--- src/rtl/mips_control_fsm.sv ---
// Multicycle MIPS control unit: sequences fetch/decode/execute/memory/write-back
// for add/sub/and/xor, addi, lw, sw, beq, bne and j.
// Optional exception handling is compiled in with `define MIPS_EXCEPTION_EN.
// Every output is registered alongside the state, except PC_load, which also
// carries the combinational branch decision in BRANCH.
module mips_control_fsm (
    input  logic       Clk,
    input  logic       Reset_n,
    input  logic [5:0] Opcode,
    input  logic [5:0] Funct,
    input  logic       ALU_zero,
    input  logic       ALU_overflow,
    output logic       PC_load,
    output logic       IorD,
    output logic       wr,
    output logic       IR_load,
    output logic       MDR_load,
    output logic       A_load,
    output logic       B_load,
    output logic       ALUOut_load,
    output logic       ALUSrcA,
    output logic [1:0] ALUSrcB,
    output logic [2:0] ALU_sel,
    output logic [1:0] PCSource,
    output logic       RegDst,
    output logic       MemtoReg,
    output logic       RegWrite,
    output logic       EPC_load,
    output logic [4:0] State
);

    localparam int unsigned STATE_W = 5;
    localparam int unsigned FIELD_W = 6;

    localparam logic [FIELD_W-1:0] OP_RTYPE = 6'h00;
    localparam logic [FIELD_W-1:0] OP_J     = 6'h02;
    localparam logic [FIELD_W-1:0] OP_BEQ   = 6'h04;
    localparam logic [FIELD_W-1:0] OP_BNE   = 6'h05;
    localparam logic [FIELD_W-1:0] OP_ADDI  = 6'h08;
    localparam logic [FIELD_W-1:0] OP_LW    = 6'h23;
    localparam logic [FIELD_W-1:0] OP_SW    = 6'h2B;

    localparam logic [FIELD_W-1:0] FN_ADD = 6'h20;
    localparam logic [FIELD_W-1:0] FN_SUB = 6'h22;
    localparam logic [FIELD_W-1:0] FN_AND = 6'h24;
    localparam logic [FIELD_W-1:0] FN_XOR = 6'h26;

    typedef enum logic [STATE_W-1:0] {
        S_RESET     = 5'd0,
        S_FETCH     = 5'd1,
        S_IR_WAIT   = 5'd2,
        S_DECODE    = 5'd3,
        S_MEM_ADDR  = 5'd4,
        S_LW_READ   = 5'd5,
        S_LW_WAIT   = 5'd6,
        S_LW_WB     = 5'd7,
        S_SW_WRITE  = 5'd8,
        S_R_EXEC    = 5'd9,
        S_R_WB      = 5'd10,
        S_ADDI_EXEC = 5'd11,
        S_ADDI_WB   = 5'd12,
        S_BRANCH    = 5'd13,
        S_JUMP      = 5'd14,
        S_EXC_EPC   = 5'd15,
        S_EXC_JUMP  = 5'd16
    } state_t;

    typedef struct packed {
        logic       pc_load;
        logic       iord;
        logic       wr;
        logic       ir_load;
        logic       mdr_load;
        logic       a_load;
        logic       b_load;
        logic       aluout_load;
        logic       alu_src_a;
        logic [1:0] alu_src_b;
        logic [2:0] alu_sel;
        logic [1:0] pc_source;
        logic       reg_dst;
        logic       mem_to_reg;
        logic       reg_write;
        logic       epc_load;
    } ctrl_t;

`ifdef MIPS_EXCEPTION_EN
    localparam state_t UNDEF_NEXT = S_EXC_EPC;
`else
    localparam state_t UNDEF_NEXT = S_FETCH;
    // Overflow has no effect without exception support.
    logic unused_ovf;
    assign unused_ovf = ALU_overflow;
`endif

    state_t state_q;
    state_t state_d;
    ctrl_t  ctrl_q;
    ctrl_t  ctrl_d;
    logic   funct_valid_c;
    logic   funct_arith_c;
    logic   branch_take_c;
    logic [2:0] r_alu_sel_c;

    // Funct classification and R-type ALU operation select.
    always_comb begin
        funct_valid_c = 1'b1;
        funct_arith_c = 1'b0;
        r_alu_sel_c   = 3'b000;
        case (Funct)
            FN_ADD:  begin r_alu_sel_c = 3'b001; funct_arith_c = 1'b1; end
            FN_SUB:  begin r_alu_sel_c = 3'b010; funct_arith_c = 1'b1; end
            FN_AND:  r_alu_sel_c = 3'b011;
            FN_XOR:  r_alu_sel_c = 3'b110;
            default: funct_valid_c = 1'b0;
        endcase
    end

    // Next-state logic.
    always_comb begin
        state_d = state_q;
        case (state_q)
            S_RESET:   state_d = S_FETCH;
            S_FETCH:   state_d = S_IR_WAIT;
            S_IR_WAIT: state_d = S_DECODE;
            S_DECODE: begin
                state_d = UNDEF_NEXT;
                case (Opcode)
                    OP_RTYPE:     if (funct_valid_c) state_d = S_R_EXEC;
                    OP_LW, OP_SW: state_d = S_MEM_ADDR;
                    OP_ADDI:      state_d = S_ADDI_EXEC;
                    OP_BEQ,
                    OP_BNE:       state_d = S_BRANCH;
                    OP_J:         state_d = S_JUMP;
                    default:      state_d = UNDEF_NEXT;
                endcase
            end
            S_MEM_ADDR: state_d = (Opcode == OP_SW) ? S_SW_WRITE : S_LW_READ;
            S_LW_READ:  state_d = S_LW_WAIT;
            S_LW_WAIT:  state_d = S_LW_WB;
            S_LW_WB:    state_d = S_FETCH;
            S_SW_WRITE: state_d = S_FETCH;
            S_R_EXEC: begin
                state_d = S_R_WB;
`ifdef MIPS_EXCEPTION_EN
                if (ALU_overflow && funct_arith_c) state_d = S_EXC_EPC;
`endif
            end
            S_R_WB:     state_d = S_FETCH;
            S_ADDI_EXEC: begin
                state_d = S_ADDI_WB;
`ifdef MIPS_EXCEPTION_EN
                if (ALU_overflow) state_d = S_EXC_EPC;
`endif
            end
            S_ADDI_WB:  state_d = S_FETCH;
            S_BRANCH:   state_d = S_FETCH;
            S_JUMP:     state_d = S_FETCH;
`ifdef MIPS_EXCEPTION_EN
            S_EXC_EPC:  state_d = S_EXC_JUMP;
            S_EXC_JUMP: state_d = S_FETCH;
`endif
            default:    state_d = S_FETCH;
        endcase
    end

    // Output decode for the state being entered, so outputs register with it.
    always_comb begin
        ctrl_d = '0;
        case (state_d)
            S_FETCH: begin
                ctrl_d.alu_src_b = 2'b01;
                ctrl_d.alu_sel   = 3'b001;
                ctrl_d.pc_load   = 1'b1;
            end
            S_IR_WAIT: ctrl_d.ir_load = 1'b1;
            S_DECODE: begin
                ctrl_d.a_load      = 1'b1;
                ctrl_d.b_load      = 1'b1;
                ctrl_d.alu_src_b   = 2'b11;
                ctrl_d.alu_sel     = 3'b001;
                ctrl_d.aluout_load = 1'b1;
            end
            S_MEM_ADDR, S_ADDI_EXEC: begin
                ctrl_d.alu_src_a   = 1'b1;
                ctrl_d.alu_src_b   = 2'b10;
                ctrl_d.alu_sel     = 3'b001;
                ctrl_d.aluout_load = 1'b1;
            end
            S_LW_READ: ctrl_d.iord = 1'b1;
            S_LW_WAIT: begin
                ctrl_d.iord     = 1'b1;
                ctrl_d.mdr_load = 1'b1;
            end
            S_LW_WB: begin
                ctrl_d.mem_to_reg = 1'b1;
                ctrl_d.reg_write  = 1'b1;
            end
            S_SW_WRITE: begin
                ctrl_d.iord = 1'b1;
                ctrl_d.wr   = 1'b1;
            end
            S_R_EXEC: begin
                ctrl_d.alu_src_a   = 1'b1;
                ctrl_d.alu_sel     = r_alu_sel_c;
                ctrl_d.aluout_load = 1'b1;
            end
            S_R_WB: begin
                ctrl_d.reg_dst   = 1'b1;
                ctrl_d.reg_write = 1'b1;
            end
            S_ADDI_WB: ctrl_d.reg_write = 1'b1;
            S_BRANCH: begin
                ctrl_d.alu_src_a = 1'b1;
                ctrl_d.alu_sel   = 3'b010;
                ctrl_d.pc_source = 2'b01;
            end
            S_JUMP: begin
                ctrl_d.pc_source = 2'b10;
                ctrl_d.pc_load   = 1'b1;
            end
`ifdef MIPS_EXCEPTION_EN
            S_EXC_EPC: begin
                ctrl_d.alu_src_b = 2'b01;
                ctrl_d.alu_sel   = 3'b010;
                ctrl_d.epc_load  = 1'b1;
            end
            S_EXC_JUMP: begin
                ctrl_d.pc_source = 2'b11;
                ctrl_d.pc_load   = 1'b1;
            end
`endif
            default: ctrl_d = '0;
        endcase
    end

    // State and output registers; reset aborts any instruction in flight.
    always_ff @(posedge Clk or negedge Reset_n) begin
        if (!Reset_n) begin
            state_q <= S_RESET;
            ctrl_q  <= '0;
        end else begin
            state_q <= state_d;
            ctrl_q  <= ctrl_d;
        end
    end

    // Branch decision: beq takes on zero, bne on non-zero.
    assign branch_take_c = (state_q == S_BRANCH) &&
                           ((Opcode == OP_BEQ) ? ALU_zero : ~ALU_zero);

    assign PC_load     = ctrl_q.pc_load | branch_take_c;
    assign IorD        = ctrl_q.iord;
    assign wr          = ctrl_q.wr;
    assign IR_load     = ctrl_q.ir_load;
    assign MDR_load    = ctrl_q.mdr_load;
    assign A_load      = ctrl_q.a_load;
    assign B_load      = ctrl_q.b_load;
    assign ALUOut_load = ctrl_q.aluout_load;
    assign ALUSrcA     = ctrl_q.alu_src_a;
    assign ALUSrcB     = ctrl_q.alu_src_b;
    assign ALU_sel     = ctrl_q.alu_sel;
    assign PCSource    = ctrl_q.pc_source;
    assign RegDst      = ctrl_q.reg_dst;
    assign MemtoReg    = ctrl_q.mem_to_reg;
    assign RegWrite    = ctrl_q.reg_write;
    assign EPC_load    = ctrl_q.epc_load;
    assign State       = state_q;

endmodule

--- config.mk ---
export PLATFORM = sky130hd
export DESIGN_NAME = mips_control_fsm
export DESIGN_NICKNAME = d
export VERILOG_FILES = /design/src/rtl/mips_control_fsm.sv
export SDC_FILE = /design/constraint.sdc
export NUM_CORES = 1
export LEC_CHECK = 0
export BUFFER_PORTS_ARGS = -buffer_cell sky130_fd_sc_hd__buf_4
export CORE_MARGIN = 3
export CORE_UTILIZATION = 49
export DETAILED_ROUTE_END_ITERATION = 7
export MAX_ROUTING_LAYER = met4
export PLACE_DENSITY_LB_ADDON = 0.3
export SLEW_MARGIN = 15
export SYNTH_ARGS = -nofsm -noshare
export SYNTH_HDL_FRONTEND = slang
export SYNTH_SLANG_ARGS = --single-unit
--- constraint.sdc ---
create_clock -name Clk -period 2.5 [get_ports Clk]
set_clock_uncertainty 0.1 [all_clocks]
set_input_delay 0.125 -clock Clk [delete_from_list [all_inputs] [get_ports Clk]]
set_output_delay 0.125 -clock Clk [all_outputs]
set_load 0.03 [all_outputs]
# Word level (Yosys, flattened, before mapping)
# Index checks and enable logic that the tools add are counted.
[totals] reg_bits=24 latchBits=0 mem_bits_rw=0 rom_bits=0 out_inout_bits=25 mem_count=0
[op_classes] addsub=0 n_mul=0 n_div=0 magnitude_cmp=0 n_eq_ne=33 shifts=0 mux=21 bitwise=2 reduce_logical=12
[op_table] op="equality test 5 x 4 -> 1 bit (second input constant)" n=10
[op_table] op="case mux 5 bit (8 select lines)" n=1
[op_table] op="equality test 6 bit (second input constant)" n=6
[op_table] op="equality test 5 x 3 -> 1 bit (second input constant)" n=7
[op_table] op="case mux 5 bit (5 select lines)" n=1
[op_table] op="equality test 5 x 2 -> 1 bit (second input constant)" n=4
[op_table] op="OR reduction 4 bit" n=4
[op_table] op="equality test 6 x 3 -> 1 bit (second input constant)" n=2
[op_table] op="two-way mux 1 bit" n=12
[op_table] op="case mux 3 bit (4 select lines)" n=1
[op_table] op="equality test 5 x 1 -> 1 bit (second input constant)" n=2
[op_table] op="case mux 3 bit (3 select lines)" n=1
[op_table] op="two-way mux 4 bit" n=2
[op_table] op="OR reduction 2 bit" n=4
[op_table] op="equality test 6 x 2 -> 1 bit (second input constant)" n=1
[op_table] op="equality test 6 x 4 -> 1 bit (second input constant)" n=1
[op_table] op="zero test 6 bit" n=1
[op_table] op="case mux 2 bit (3 select lines)" n=1
[op_table] op="OR reduction 3 bit" n=2
[op_table] op="case mux 2 bit (2 select lines)" n=1
[op_table] op="two-way mux 2 bit" n=1
[op_table] op="logical AND 1 bit" n=1
[op_table] op="NOT 1 bit" n=1
[op_table] op="OR 1 bit" n=1

# Depth between registers and ports, before layout
[depth] depth_word=9 mapped_depth=7 mapped_depth_nobuf=6

# Worst setup path before layout
# OpenSTA, ideal clock, no wires.
[synth_timing] kind="register to register" start="register state_q[1] (netlist: State[1])" end="register ctrl_q, in the netlist ALUSrcB[1]" setup_time_ps=91 arrival_time_ps=2032 t_required_ps=2309 path_slack_ps=276 stages_incl_launch_ff=7 period_less_slack_ps=2224 cell_sequence="dfrtp_1 or3b_1 or3_1 nand3_2 inv_2 or3_4 o221ai_1"
[synth_rtl] item="from (decl)" line_no="96" text="state_t state_q;"
[synth_rtl] item="from (signal assigned)" line_no="243" text="state_q <= state_d;"
[synth_rtl] item="to (signal assigned)" line_no="244" text="ctrl_q <= ctrl_d;"
[synth_rtl] item="to (decl)" line_no="98" text="ctrl_t ctrl_q;"

==> metrics.cfg <==
[critical_path]
endpoint_kind=register
r2r_slack_ns=0.19
startpoint_type=register
critPathBufInv=1
cp_slowest_stage_delay_ns=0.48
crit_chain=or3b_1, or3_1, nand3_2, inv_2, or3_4, o211ai_1
r2r_cells=6
crit_path_top_delay_cell=dfrtp_1
crit_family=simple AND/OR/NAND/NOR gates
worst_ep_arrival_time_ns=2.44
cp.required_ns=2.63
critPathKind=reg -> reg
r2r_end=ALUOut_load$_DFF_PN0_
r2r_start=State[1]$_DFF_PN0_
path_max_fanout=8

[grt]
grt_max_degree=23
overflow=0
gr-usage-all-layers_pct=17.63
first_global_vias=943
antenna_found_initial=0
grt_first_pass_wirelength_um=4340

[drt]
drt-pass1-iter-count=4
drt_iter0_markers=28
vias_per_cell=5.503
routed_wl_um=2554
drc=0
ant_nets=0
wl_per_cell_um=14.11
routed-via-count=996

[synthesis]
synth_xor_area_share_pct=1.423
yosys.area_share.simple_pct=25.00
synthMuxAreaShare_pct=0
synth_compound_area_share_pct=16.97
syn_area_per_cell_um2=10.43
synthAdderAreaFrac_pct=0
synthArstFlopShare_pct=100.0
synth_cell_types=49
synth_flop_cell=dfrtp_1
ys_warn_count=0
synth_seq_area_share_pct=44.72
postSynthCellCount=118
synth_edf_count=0
synth_top_family_by_area=simple AND/OR/NAND/NOR gates
ys_seq_elements=22
synth_area_um2=1231

[finish]
post_route_cells_drive_above_1_share_pct=38.56
final_nets=170
areaGrowthSynthToFinish_pct=26.22
multi_input_area_um2=548.0
mostFrequentLayoutCell=buf_4
layout.area.seq_um2=550.5
nFillCells=181
final_core_util_pct=67.65
final_cell_mix=buf_4, dfrtp_1, inv_1
n_antenna_cell=0
finalNonFillerCells=181

[floorplan]
rows=17
start_util_pct=53.59
fp.dieW_um=56.13
io_pins=41
die_y_um=56.13
coreArea_um2=2297
dieArea_um2=3150

[clocking]
numCtsBuffers=3
cts_tree=done
root_buffer=clkbuf_4
clkLatencyLatePin_ns=0.31
cts.clk_slew.worst_paths_ns=0.13
cts_sinks=22
htreeDepth=1
clockBufferDepth=2

[power_and_ir_drop]
power_density_nw_per_um2=1075
p_switching_mw=0.7242
switching_share_pct=43.35
intPower_mw=0.9464
seqPwrFrac_pct=31.1
pwr-share-comb_pct=52.6
ir_drop_mv=0.7480
p_clk_share_pct=16.3
leakage_nw=0.7613

[timing]
hold_violations=0
finalCriticalPeriod_ns=2.308
fin_crit_sh_pct=92.31
report.final.slew_viol_count=0
tns_ns=0
setup_viol=0
rsz0062_at_grt=no
max_freq_ghz=0.4333

[min_path]
hold_path_class=in -> reg
min_path_cells=3
min_to=wr$_DFF_PN0_
min-delay-start=Opcode[4]

[placement]
port_buffers=37
dp_hpwl_um=1887
place.gp.congestion=0.8936
dpl.cell_count=174

[run_status]
outcome=finished clean

[flow_run]
cap_violations=0

==> per-layer routing <==
metal  share of wire, %  vias to the layer above  global-route usage [%]
met3                5.9                        4                   2.088
met1                 44                      463                   22.69
met2                 49                       41                   28.38
met5                  0                        -                       -
met4                1.4                        0                   6.780
li1                   -                      488                       -
==> cell usage after synthesis (2+ instances only) <==
cell	instances	share of area, %
nand3_1	3	1.2
nor3b_1	3	1.8
buf_6	3	2.7
nand2_1	3	0.91
or3_1	2	1.0
or2_2	2	1.0
nor4_1	3	1.5
inv_1	7	2.1
buf_4	10	6.1
nor2_1	6	1.8
o21ai_0	4	1.6
nand4b_1	2	1.4
nor3_1	6	2.4
dfrtp_1	22	45
or4b_1	2	1.6
xnor2_1	2	1.4
and2b_2	3	2.1
nand2b_1	3	1.5
o211ai_1	2	1.2
==> worst max-delay path by stage <==
stage	slack, ns	end	from	cells past startpoint
floorplan	0.28	ALUSrcB[1]$_DFF_PN0_	State[1]$_DFF_PN0_	6
finish	0.19	ALUOut_load$_DFF_PN0_	State[1]$_DFF_PN0_	6
detailed placement	0.18	ALU_sel[1]$_DFF_PN0_	State[1]$_DFF_PN0_	5
global route	0.12	ALU_sel[1]$_DFF_PN0_	State[1]$_DFF_PN0_	5
global placement	0.28	ALUSrcB[1]$_DFF_PN0_	State[1]$_DFF_PN0_	6
CTS	0.16	ALU_sel[1]$_DFF_PN0_	State[1]$_DFF_PN0_	5
==> power groups by stage <==
| stage | combinational, mW | clock, mW | sequential, mW |
|---|---|---|---|
| after floorplan | 0.517 | 0 | 0.636 |
| after global placement | 0.851 | 0 | 0.521 |
| after detailed placement | 0.872 | 0 | 0.523 |
| after CTS | 0.880 | 0.271 | 0.516 |
| after global routing | 0.946 | 0.288 | 0.529 |
| final | 0.879 | 0.273 | 0.519 |
==> per-stage QoR <==
step | setup slack (ns) | hold WS [ns] | instance area (µm²) | total power [mW]
CTS | 0.1632 | 0.04975 | 1548 | 1.667
detailed placement | 0.1768 | -0.07701 | 1465 | 1.396
global route | 0.1168 | 0.05203 | 1554 | 1.763
floorplan | 0.2764 | -0.2706 | 1235 | 1.153
finish | 0.1923 | 0.03971 | 1554 | 1.671
global placement | 0.2842 | -0.08428 | 1465 | 1.372
==> layout make-up <==
cell class | count | area share (%)
Tap cell | 28 | 2.254
Sequential cell | 22 | 35.43
Clock buffer | 3 | 1.449
Clock inverter | 1 | 1.932
Timing Repair Buffer | 44 | 21.74
Inverter | 8 | 1.932
Multi-Input combinational cell | 75 | 35.27
==> registers in the layout (all words and copies together), names as in the netlist <==
register and count:
State 4, ALU_sel 3, ALUSrcB 2, PCSource 2, ALUOut_load 1, ALUSrcA 1
A_load 1, IR_load 1, IorD 1, MDR_load 1, MemtoReg 1, RegDst 1
RegWrite 1, ctrl_q 1, wr 1
==> worst register-to-register path, stage by stage, from the launching register on <==
cell	delay, ns
dfrtp_1	0.48
or3b_1	0.46
or3_1	0.40
nand3_2	0.11
inv_2	0.08
or3_4	0.39
o211ai_1	0.20
==> cell families after synthesis <==
family          Yosys count
flops                    22
buf+inv                  22
simple gates             47
compound gates           24
xor+xnor                  2
other cells               1
==> what timing repair did <==
item | 4_1_cts | 5_1_grt
hold buffers | 3 | 0
gates resized for setup | 0 | 1
hold endpoints to repair | 23 | 0
endpoints found under the setup margin | 0 | 1
setup buffers | 0 | 0
Power figures use the tool's default switching activity.
